--- src/rtl/nmi_copy_initiator.sv ---
`default_nettype none
// +----------------------------------------------------------------------------+
// | Module      : nmi_copy_initiator                                           |
// | Description : NMI master that copies len_words 32-bit words src -> dst     |
// |               using alternating read/write transactions on one port.       |
// | Config      : NMI_COPY_TIMEOUT_EN enables the ready-wait timeout abort.    |
// | Revision    : 1.0 - initial release                                        |
// +----------------------------------------------------------------------------+
module nmi_copy_initiator #(
    parameter int ADDR_WIDTH     = 32,
    parameter int DATA_WIDTH     = 32,
    parameter int LEN_WIDTH      = 16,
    parameter int WSTRB_WIDTH    = (DATA_WIDTH-1)/8+1,
    parameter int TIMEOUT_CYCLES = 256
) (
    input  logic                   clk,
    input  logic                   rstn,
    input  logic                   start,
    input  logic [ADDR_WIDTH-1:0]  src_addr,
    input  logic [ADDR_WIDTH-1:0]  dst_addr,
    input  logic [LEN_WIDTH-1:0]   len_words,
    output logic                   busy,
    output logic                   done,
    output logic                   err,
    output logic                   m_nmi_valid,
    output logic                   m_nmi_instr,
    input  logic                   m_nmi_ready,
    output logic [ADDR_WIDTH-1:0]  m_nmi_addr,
    output logic [DATA_WIDTH-1:0]  m_nmi_wdata,
    output logic [WSTRB_WIDTH-1:0] m_nmi_wstrb,
    input  logic [DATA_WIDTH-1:0]  m_nmi_rdata
);

    localparam logic [1:0] c_ST_IDLE = 2'd0;
    localparam logic [1:0] c_ST_RD   = 2'd1;
    localparam logic [1:0] c_ST_WR   = 2'd2;
    localparam logic [1:0] c_ST_DONE = 2'd3;

    localparam logic [ADDR_WIDTH-1:0] c_WORD_BYTES = ADDR_WIDTH'(4);

    logic [1:0]             r_state,   w_state_nxt;
    logic [ADDR_WIDTH-1:0]  r_src_ptr, w_src_ptr_nxt;
    logic [ADDR_WIDTH-1:0]  r_dst_ptr, w_dst_ptr_nxt;
    logic [ADDR_WIDTH-1:0]  r_addr,    w_addr_nxt;
    logic [LEN_WIDTH-1:0]   r_count,   w_count_nxt;
    logic [DATA_WIDTH-1:0]  r_buffer,  w_buffer_nxt;
    logic [DATA_WIDTH-1:0]  r_wdata,   w_wdata_nxt;
    logic [WSTRB_WIDTH-1:0] r_wstrb,   w_wstrb_nxt;
    logic                   r_valid,   w_valid_nxt;
    logic                   r_busy,    w_busy_nxt;
    logic                   r_done,    w_done_nxt;

    logic                   w_hs;
    logic                   w_last;
    logic                   w_timeout;
    logic                   w_start_copy;
    logic [ADDR_WIDTH-1:0]  w_src_aligned;
    logic [ADDR_WIDTH-1:0]  w_dst_aligned;

    assign w_hs          = r_valid && m_nmi_ready;
    assign w_last        = (r_count == LEN_WIDTH'(1));
    assign w_start_copy  = start && (len_words != '0);
    assign w_src_aligned = {src_addr[ADDR_WIDTH-1:2], 2'b00};
    assign w_dst_aligned = {dst_addr[ADDR_WIDTH-1:2], 2'b00};

    // State and all output/datapath registers
    always_ff @(posedge clk or negedge rstn) begin
        if (!rstn) begin
            r_state   <= c_ST_IDLE;
            r_src_ptr <= '0;
            r_dst_ptr <= '0;
            r_addr    <= '0;
            r_count   <= '0;
            r_buffer  <= '0;
            r_wdata   <= '0;
            r_wstrb   <= '0;
            r_valid   <= 1'b0;
            r_busy    <= 1'b0;
            r_done    <= 1'b0;
        end else begin
            r_state   <= w_state_nxt;
            r_src_ptr <= w_src_ptr_nxt;
            r_dst_ptr <= w_dst_ptr_nxt;
            r_addr    <= w_addr_nxt;
            r_count   <= w_count_nxt;
            r_buffer  <= w_buffer_nxt;
            r_wdata   <= w_wdata_nxt;
            r_wstrb   <= w_wstrb_nxt;
            r_valid   <= w_valid_nxt;
            r_busy    <= w_busy_nxt;
            r_done    <= w_done_nxt;
        end
    end

    always_comb begin
        w_state_nxt = r_state;
        case (r_state)
            c_ST_IDLE: if (w_start_copy) w_state_nxt = c_ST_RD;
            c_ST_RD: begin
                if (w_timeout)  w_state_nxt = c_ST_DONE;
                else if (w_hs)  w_state_nxt = c_ST_WR;
            end
            c_ST_WR: begin
                if (w_timeout)  w_state_nxt = c_ST_DONE;
                else if (w_hs)  w_state_nxt = w_last ? c_ST_DONE : c_ST_RD;
            end
            c_ST_DONE: w_state_nxt = c_ST_IDLE;
            default:   w_state_nxt = c_ST_IDLE;
        endcase
    end

    // Next values of the registered outputs; valid stays high across RD->WR->RD
    always_comb begin
        w_src_ptr_nxt = r_src_ptr;
        w_dst_ptr_nxt = r_dst_ptr;
        w_addr_nxt    = r_addr;
        w_count_nxt   = r_count;
        w_buffer_nxt  = r_buffer;
        w_wdata_nxt   = r_wdata;
        w_wstrb_nxt   = r_wstrb;
        w_valid_nxt   = r_valid;
        w_busy_nxt    = r_busy;
        w_done_nxt    = 1'b0;
        case (r_state)
            c_ST_IDLE: begin
                if (w_start_copy) begin
                    w_src_ptr_nxt = w_src_aligned;
                    w_dst_ptr_nxt = w_dst_aligned;
                    w_count_nxt   = len_words;
                    w_addr_nxt    = w_src_aligned;
                    w_wstrb_nxt   = '0;
                    w_valid_nxt   = 1'b1;
                    w_busy_nxt    = 1'b1;
                end else if (start) begin
                    w_done_nxt    = 1'b1;
                end
            end
            c_ST_RD: begin
                if (w_timeout) begin
                    w_valid_nxt  = 1'b0;
                    w_busy_nxt   = 1'b0;
                    w_done_nxt   = 1'b1;
                end else if (w_hs) begin
                    w_buffer_nxt = m_nmi_rdata;
                    w_wdata_nxt  = m_nmi_rdata;
                    w_addr_nxt   = r_dst_ptr;
                    w_wstrb_nxt  = '1;
                end
            end
            c_ST_WR: begin
                if (w_timeout) begin
                    w_valid_nxt   = 1'b0;
                    w_busy_nxt    = 1'b0;
                    w_done_nxt    = 1'b1;
                end else if (w_hs) begin
                    w_src_ptr_nxt = r_src_ptr + c_WORD_BYTES;
                    w_dst_ptr_nxt = r_dst_ptr + c_WORD_BYTES;
                    w_count_nxt   = r_count - LEN_WIDTH'(1);
                    w_wstrb_nxt   = '0;
                    if (w_last) begin
                        w_valid_nxt = 1'b0;
                        w_busy_nxt  = 1'b0;
                        w_done_nxt  = 1'b1;
                    end else begin
                        w_addr_nxt  = r_src_ptr + c_WORD_BYTES;
                    end
                end
            end
            default: ;
        endcase
    end

`ifdef NMI_COPY_TIMEOUT_EN
    localparam int c_WAIT_W = $clog2(TIMEOUT_CYCLES + 1);

    logic [c_WAIT_W-1:0] r_wait;
    logic                r_err;

    // Fires on the TIMEOUT_CYCLES-th consecutive stalled cycle
    assign w_timeout = r_valid && !m_nmi_ready &&
                       (r_wait == c_WAIT_W'(TIMEOUT_CYCLES - 1));

    always_ff @(posedge clk or negedge rstn) begin
        if (!rstn) begin
            r_wait <= '0;
            r_err  <= 1'b0;
        end else begin
            if (w_timeout)
                r_err <= 1'b1;
            else if ((r_state == c_ST_IDLE) && start)
                r_err <= 1'b0;

            if (w_hs || (w_state_nxt != r_state))
                r_wait <= '0;
            else if (r_valid && !m_nmi_ready)
                r_wait <= r_wait + c_WAIT_W'(1);
        end
    end

    assign err = r_err;

    logic w_unused;
    assign w_unused = ^{src_addr[1:0], dst_addr[1:0]};
`else
    assign w_timeout = 1'b0;
    assign err       = 1'b0;

    logic w_unused;
    assign w_unused = ^{src_addr[1:0], dst_addr[1:0]} ^ (TIMEOUT_CYCLES != 0);
`endif

    assign busy        = r_busy;
    assign done        = r_done;
    assign m_nmi_valid = r_valid;
    assign m_nmi_instr = 1'b0;
    assign m_nmi_addr  = r_addr;
    assign m_nmi_wdata = r_wdata;
    assign m_nmi_wstrb = r_wstrb;

endmodule
`default_nettype wire

--- config.mk ---
export PLATFORM = sky130hd
export DESIGN_NAME = nmi_copy_initiator
export DESIGN_NICKNAME = d
export VERILOG_FILES = /design/src/rtl/nmi_copy_initiator.sv
export SDC_FILE = /design/constraint.sdc
export NUM_CORES = 1
export LEC_CHECK = 0
export CAP_MARGIN = 20
export CELL_PAD_IN_SITES_DETAIL_PLACEMENT = 1
export CELL_PAD_IN_SITES_GLOBAL_PLACEMENT = 2
export CORE_MARGIN = 4
export CORE_UTILIZATION = 30
export DETAILED_ROUTE_END_ITERATION = 10
export PLACE_DENSITY = 0.9
export SETUP_SLACK_MARGIN = 0.1
export SLEW_MARGIN = 25
export SYNTH_ARGS = -nofsm -noshare
export SYNTH_HDL_FRONTEND = slang
export SYNTH_SLANG_ARGS = --single-unit
--- constraint.sdc ---
create_clock -name clk -period 2.8 [get_ports clk]
set_input_delay 0.84 -clock clk [delete_from_list [all_inputs] [get_ports clk]]
set_output_delay 0.84 -clock clk [all_outputs]
set_load 0.01 [all_outputs]
# After elaboration in Yosys (flattened, before gate mapping)
# Cells that the tools add are included.
[classes] reduce_logical=12 n_eq_ne=9 mux=31 addsub=3
[op_table] cell="two-way mux 32 bit" count=7
[op_table] cell="one-hot mux 32 bit (2 select lines)" count=2
[op_table] cell="one-hot mux 32 bit (3 select lines)" count=1
[op_table] cell="adder 32 x 3 -> 32 bit (second input constant)" count=2
[op_table] cell="two-way mux 16 bit" count=2
[op_table] cell="one-hot mux 16 bit (2 select lines)" count=1
[op_table] cell="== test 16 x 1 -> 1 bit (second input constant)" count=1
[op_table] cell="nonzero test 16 bit" count=1
[op_table] cell="subtractor 16 x 1 -> 16 bit (second input constant)" count=1
[op_table] cell="two-way mux 4 bit" count=3
[op_table] cell="one-hot mux 4 bit (3 select lines)" count=1
[op_table] cell="!= test 2 bit (second input constant)" count=5
[op_table] cell="two-way mux 2 bit" count=4
[op_table] cell="one-hot mux 2 bit (4 select lines)" count=1
[op_table] cell="AND reduction 4 bit" count=2
[op_table] cell="two-way mux 1 bit" count=7
[op_table] cell="AND reduction 3 bit" count=2
[op_table] cell="AND reduction 5 bit" count=1
[op_table] cell="== test 2 bit (second input constant)" count=2
[op_table] cell="one-hot mux 1 bit (2 select lines)" count=2
[op_table] cell="nonzero test 3 bit" count=1
[op_table] cell="== test 2 x 1 -> 1 bit (second input constant)" count=1
[op_table] cell="logical AND 1 bit" count=2
[op_table] cell="zero test 2 bit" count=1
[op_table] cell="2 further kinds" count=2
[word_totals] elab_cells=64 output_inout_bits=73 register_bits=152

# Logic depth before layout (Yosys ltp)
[depth] ltp_word=4 mapped_depth=12 depth_no_buf=8

# Least setup slack after synthesis
# Ideal clock, no wire load.
[synth_timing] kind="input -> register" startpoint="input port len_words[5]" endpoint="register r_addr[8] (netlist: m_nmi_addr[8])" slack_ps=429 arrival_time_ps=2276 cell_stages=8 cell_sequence="nor4b_1 -> nand4_1 -> o211ai_1 -> or3_1 -> buf_4 -> buf_4 -> nand2_1 -> o31ai_1"
[synth_via] elab_chain_cells=4
[synth_lines] item="start, declared" line="21" text="input logic [LEN_WIDTH-1:0] len_words,"
[synth_lines] item="nonzero test 16 bit" line="62" text="assign w_start_copy = start && (len_words != '0);"
[synth_lines] item="logical AND 1 bit" line="62"
[synth_lines] item="!= test 2 bit (no line)"
[synth_lines] item="AND reduction 5 bit (no line)"
[synth_lines] item="end signal, assigned" line="84" text="r_addr <= w_addr_nxt;"
[synth_lines] item="end, declared" line="44" text="logic [ADDR_WIDTH-1:0] r_addr, w_addr_nxt;"
# Every way passes these cells.
# A chain may end at the register's enable or synchronous reset.

# Worst setup path in the final report
[layout_timing] startpoint="input port len_words[0]" endpoint="register r_addr[8] (netlist: m_nmi_addr[8])"
# The elaborated chain is that of the path after synthesis.

==> key figures <==
Synthesis
  – Syn avg cell area: 8.59 µm²
  – Top FF cell, synth: dfrtp_1
  – EDFF count, synth: 0
  – Yosys cell types: 60
  – Syn Inst Count: 972
  – Yosys reg bits: 144
  – Post-synthesis cell area: 8350 µm²
  – Post-synthesis sequential area ratio: 0.431
  – Async S/R FF share, synth: 1.00
  – Synth Warn #: 0

Routing
  – WL final: 30,000 µm
  – Post-DR vias/cell: 5.29
  – 1st-iter DRT viols: 530
  – Routed len/inst: 19.4 µm
  – Via count: 8,198
  – DRC viols: 0
  – Number of routed nets with antenna violations: 0
  – Drt pass-1 iters: 4

CTS
  – H-tree depth: 4
  – Max clock buf depth: 2
  – Root Buffer: clkbuf_16
  – CTS tree: built
  – Reg clk slew, reported paths: 0.06 ns
  – Cts bufs inserted: 17
  – CTS sink count: 144
  – Hold buffers post-CTS: 0
  – Worst-skew pair later-pin latency: 0.43 ns

GRT
  – Largest net degree at the start of global routing: 112
  – Initial antenna violation count: 1
  – Vias in the first global route: 8,595
  – Gr usage total: 0.195
  – Overflow after GRT: 0
  – First-pass GRT wire length: 48,300 µm

Pwr
  – Power density cells: 1280 nW/µm²
  – Sequential Power Share: 0.293
  – Peak VDD IR: 0.526 mV
  – Clock power frac: 0.168
  – Psw: 6430 µW
  – Gate power share: 0.539
  – Leakage: 0.00467 µW
  – Switching share of power: 0.432
  – Int Power: 8450 µW

STA
  – Final setup vio count: 0
  – Worst Max-Slew Pin Slew: 0.663 ns
  – RSZ-0062 raised after global routing: true
  – Top achievable clock speed: 393 MHz
  – Period utilization: 0.909
  – Final worst slack: 0.256 ns
  – Final Max Tran Viols: 0
  – Final clock skew: 0.0124 ns
  – Slew headroom: 0.558
  – Final min period: 2.54 ns
  – Hold Fails Final Rpt: 0
  – WHS: 0.398 ns

Placed design
  – Detail Placement HPWL: 21,800 µm
  – Place WS: -0.382 ns
  – Port Buffers: 182
  – Post-placement cell count: 1,515
  – Gpl congestion: 0.816

Floorplan
  – Ports: 189
  – Area of the core: 27,200 µm²
  – DIE AREA: 30,600 µm²
  – Rows: 60
  – Initial Util: 0.307
  – Die Ht: 175 µm
  – DIE WIDTH: 175 µm

Critical path
  – Worst setup EP type: flip-flop
  – Reg2reg setup slack: 0.30 ns
  – Path depth of the worst reg2reg path: 10
  – Worst Setup Path Type: in2reg
  – Crit path largest cell delay: 0.51 ns
  – R2r endpoint: r_count[13]$_DFFE_PN0P_
  – Worst R2R Start: r_state[0]$_DFFE_PN0P_
  – Worst path most repeated cell: buf_4
  – Max Fanout on Critical Path: 10
  – CP cell instances: clkdlybuf4s50_1 > nor4_2 > buf_4 > nand4_1 > buf_6 > o211ai_1 > or3_4 > buf_12 > buf_4 > o31ai_1
  – Cell family with most CP delay: buffers and inverters
  – WP data arrival: 2.87 ns
  – WP data required: 3.13 ns
  – Slowest cell on crit path: clkdlybuf4s50_1
  – Startpoint Class: primary input
  – Buf+Inv Stages, Crit Path: 5

Layout
  – Nets: 1,290
  – Share of layout cells above drive strength 1: 0.138
  – Layout area overhead: 39.5%
  – Non-filler cells, final: 1,551
  – ANT cells: 0

Worst hold path
  – Hold Path Class: in2async

Flow run
  – Max Cap Viol: 0

Outcome
  – Status: finished clean
## synth_stat cells, types with 6 or more instances
| cell type | count | area [µm²] |
|---|---|---|
| a211oi_1 | 10 | 75.1 |
| a21o_1 | 7 | 52.6 |
| a21oi_1 | 94 | 470 |
| a2bb2oi_1 | 7 | 61.3 |
| a31oi_1 | 9 | 56.3 |
| and2_1 | 6 | 37.5 |
| and3_1 | 22 | 138 |
| and4_1 | 12 | 105 |
| buf_1 | 8 | 30.0 |
| buf_2 | 22 | 110 |
| buf_4 | 13 | 97.6 |
| clkbuf_1 | 37 | 139 |
| dfrtp_1 | 144 | 3600 |
| ha_1 | 8 | 100 |
| inv_1 | 11 | 41.3 |
| mux2_2 | 35 | 394 |
| nand2_1 | 133 | 499 |
| nand3_1 | 45 | 225 |
| nand4_1 | 14 | 87.6 |
| nor2_1 | 71 | 267 |
| nor3_1 | 12 | 60.1 |
| nor4_1 | 10 | 62.6 |
| o211ai_1 | 9 | 67.6 |
| o21ai_0 | 100 | 500 |
| o22ai_1 | 41 | 257 |
| or3_1 | 7 | 43.8 |
| xnor2_1 | 18 | 158 |
| xor2_1 | 9 | 78.8 |
## cell usage in the layout, fill, tap and decap left out, types with 14 or more instances in the layout
cell / netlist / final
and3_1: 22 / 22
dfrtp_1: 144 / 144
mux2_2: 35 / 35
clkdlybuf4s50_1: 0 / 179
o21ai_0: 100 / 99
nand3_1: 45 / 45
clkbuf_16: 0 / 18
a21oi_1: 94 / 94
buf_4: 13 / 58
nor2_1: 71 / 71
o22ai_1: 41 / 41
nand4_1: 14 / 14
xnor2_1: 18 / 18
nand2_1: 133 / 133
## layer usage
layer / up-vias / track usage / routed length [µm]
met5: - / 0 / 13
met2: 168 / 0.323 / 14500
met1: 4101 / 0.268 / 13900
met4: 2 / 0.0422 / 292
met3: 20 / 0.0361 / 1330
li1: 3907 / - / -
## flip-flops by register name, indices dropped and copies added, names as in the netlist
| signal | cells |
|---|---|
| m_nmi_addr | 31 |
| busy | 1 |
| r_src_ptr | 30 |
| r_dst_ptr | 30 |
| m_nmi_wdata | 32 |
| m_nmi_wstrb | 1 |
| r_count | 16 |
| r_state | 2 |
| done | 1 |
## kinds of logic (layout without fill, tap and decap cells)
group	count (synthesis)	after routing	share of synthesized area
muxes	40	40	0.0532
buffers and inverters	93	297	0.0520
adders and majority gates	8	8	0.0120
DFF	144	144	0.431
AOI/OAI and AO/OA	306	308	0.213
and+or+nand+nor	353	353	0.210
other	1	2	0.000449
xor gates and xnor gates	27	27	0.0283
## worst register-to-register path, delay by kind of cell, from the launching register on
family	cells	cell delay, ns
AOI/OAI and AO/OA	3	0.67
adders and majority gates	1	0.32
buffers and inverters	3	0.50
DFF	1	0.42
and+or+nand+nor	3	0.49
## power by group through the flow
stage          Combinational [µW]  Clock (µW)  Sequential (µW)
6_report                     8020        2500             4360
5_1_grt                      8820        2640             4530
4_1_cts                      7960        2550             4340
3_5_place_dp                 7880           0             4360
3_3_place_gp                 7620           0             4280
2_1_floorplan                4550           0             4160
## how the worst max path moves through the flow
| stage | slack (ns) | cells after the start | to | start |
|---|---|---|---|---|
| 4_1_cts | 0.10 | 10 | r_count[13]$_DFFE_PN0P_ | len_words[0] |
| 3_5_place_dp | -0.38 | 10 | r_count[2]$_DFFE_PN0P_ | len_words[0] |
| 2_1_floorplan | 0.43 | 8 | m_nmi_addr[8]$_DFFE_PN0P_ | len_words[5] |
| 5_1_grt | 0.10 | 9 | r_dst_ptr[31]$_DFFE_PN0P_ | r_state[0]$_DFFE_PN0P_ |
| 3_3_place_gp | -0.38 | 10 | r_count[10]$_DFFE_PN0P_ | len_words[0] |
| 6_report | 0.26 | 10 | m_nmi_addr[8]$_DFFE_PN0P_ | len_words[0] |
## final cells by class
type                            instances  area [µm²]
Fill cell                            3162       15500
Inverter                               11        41.3
Clock buffer                           20         447
Timing Repair Buffer                  254        2540
Clock inverter                         12         181
Sequential cell                       144        3600
Multi-Input combinational cell        738        4380
Tap cell                              372         465
## stage by stage
stage	utilization	area (µm²)	setup TNS (ns)	power (µW)
6_report	0.429	11700	0	14900
5_1_grt	0.429	11700	0	16000
4_1_cts	0.427	11600	0	14800
3_5_place_dp	0.403	10900	-26.73	12200
3_3_place_gp	0.403	10900	-31.98	11900
2_1_floorplan	-	8360	0	8720
## repair_timing
item / 4_1_cts / 5_1_grt
cloned: 1 / 2
pin swaps: 1 / 5
endpoints found under the setup margin: 7 / 59
resized for setup: 1 / 6
setup buffers: 0 / 1
Power figures use the tool's default switching activity.
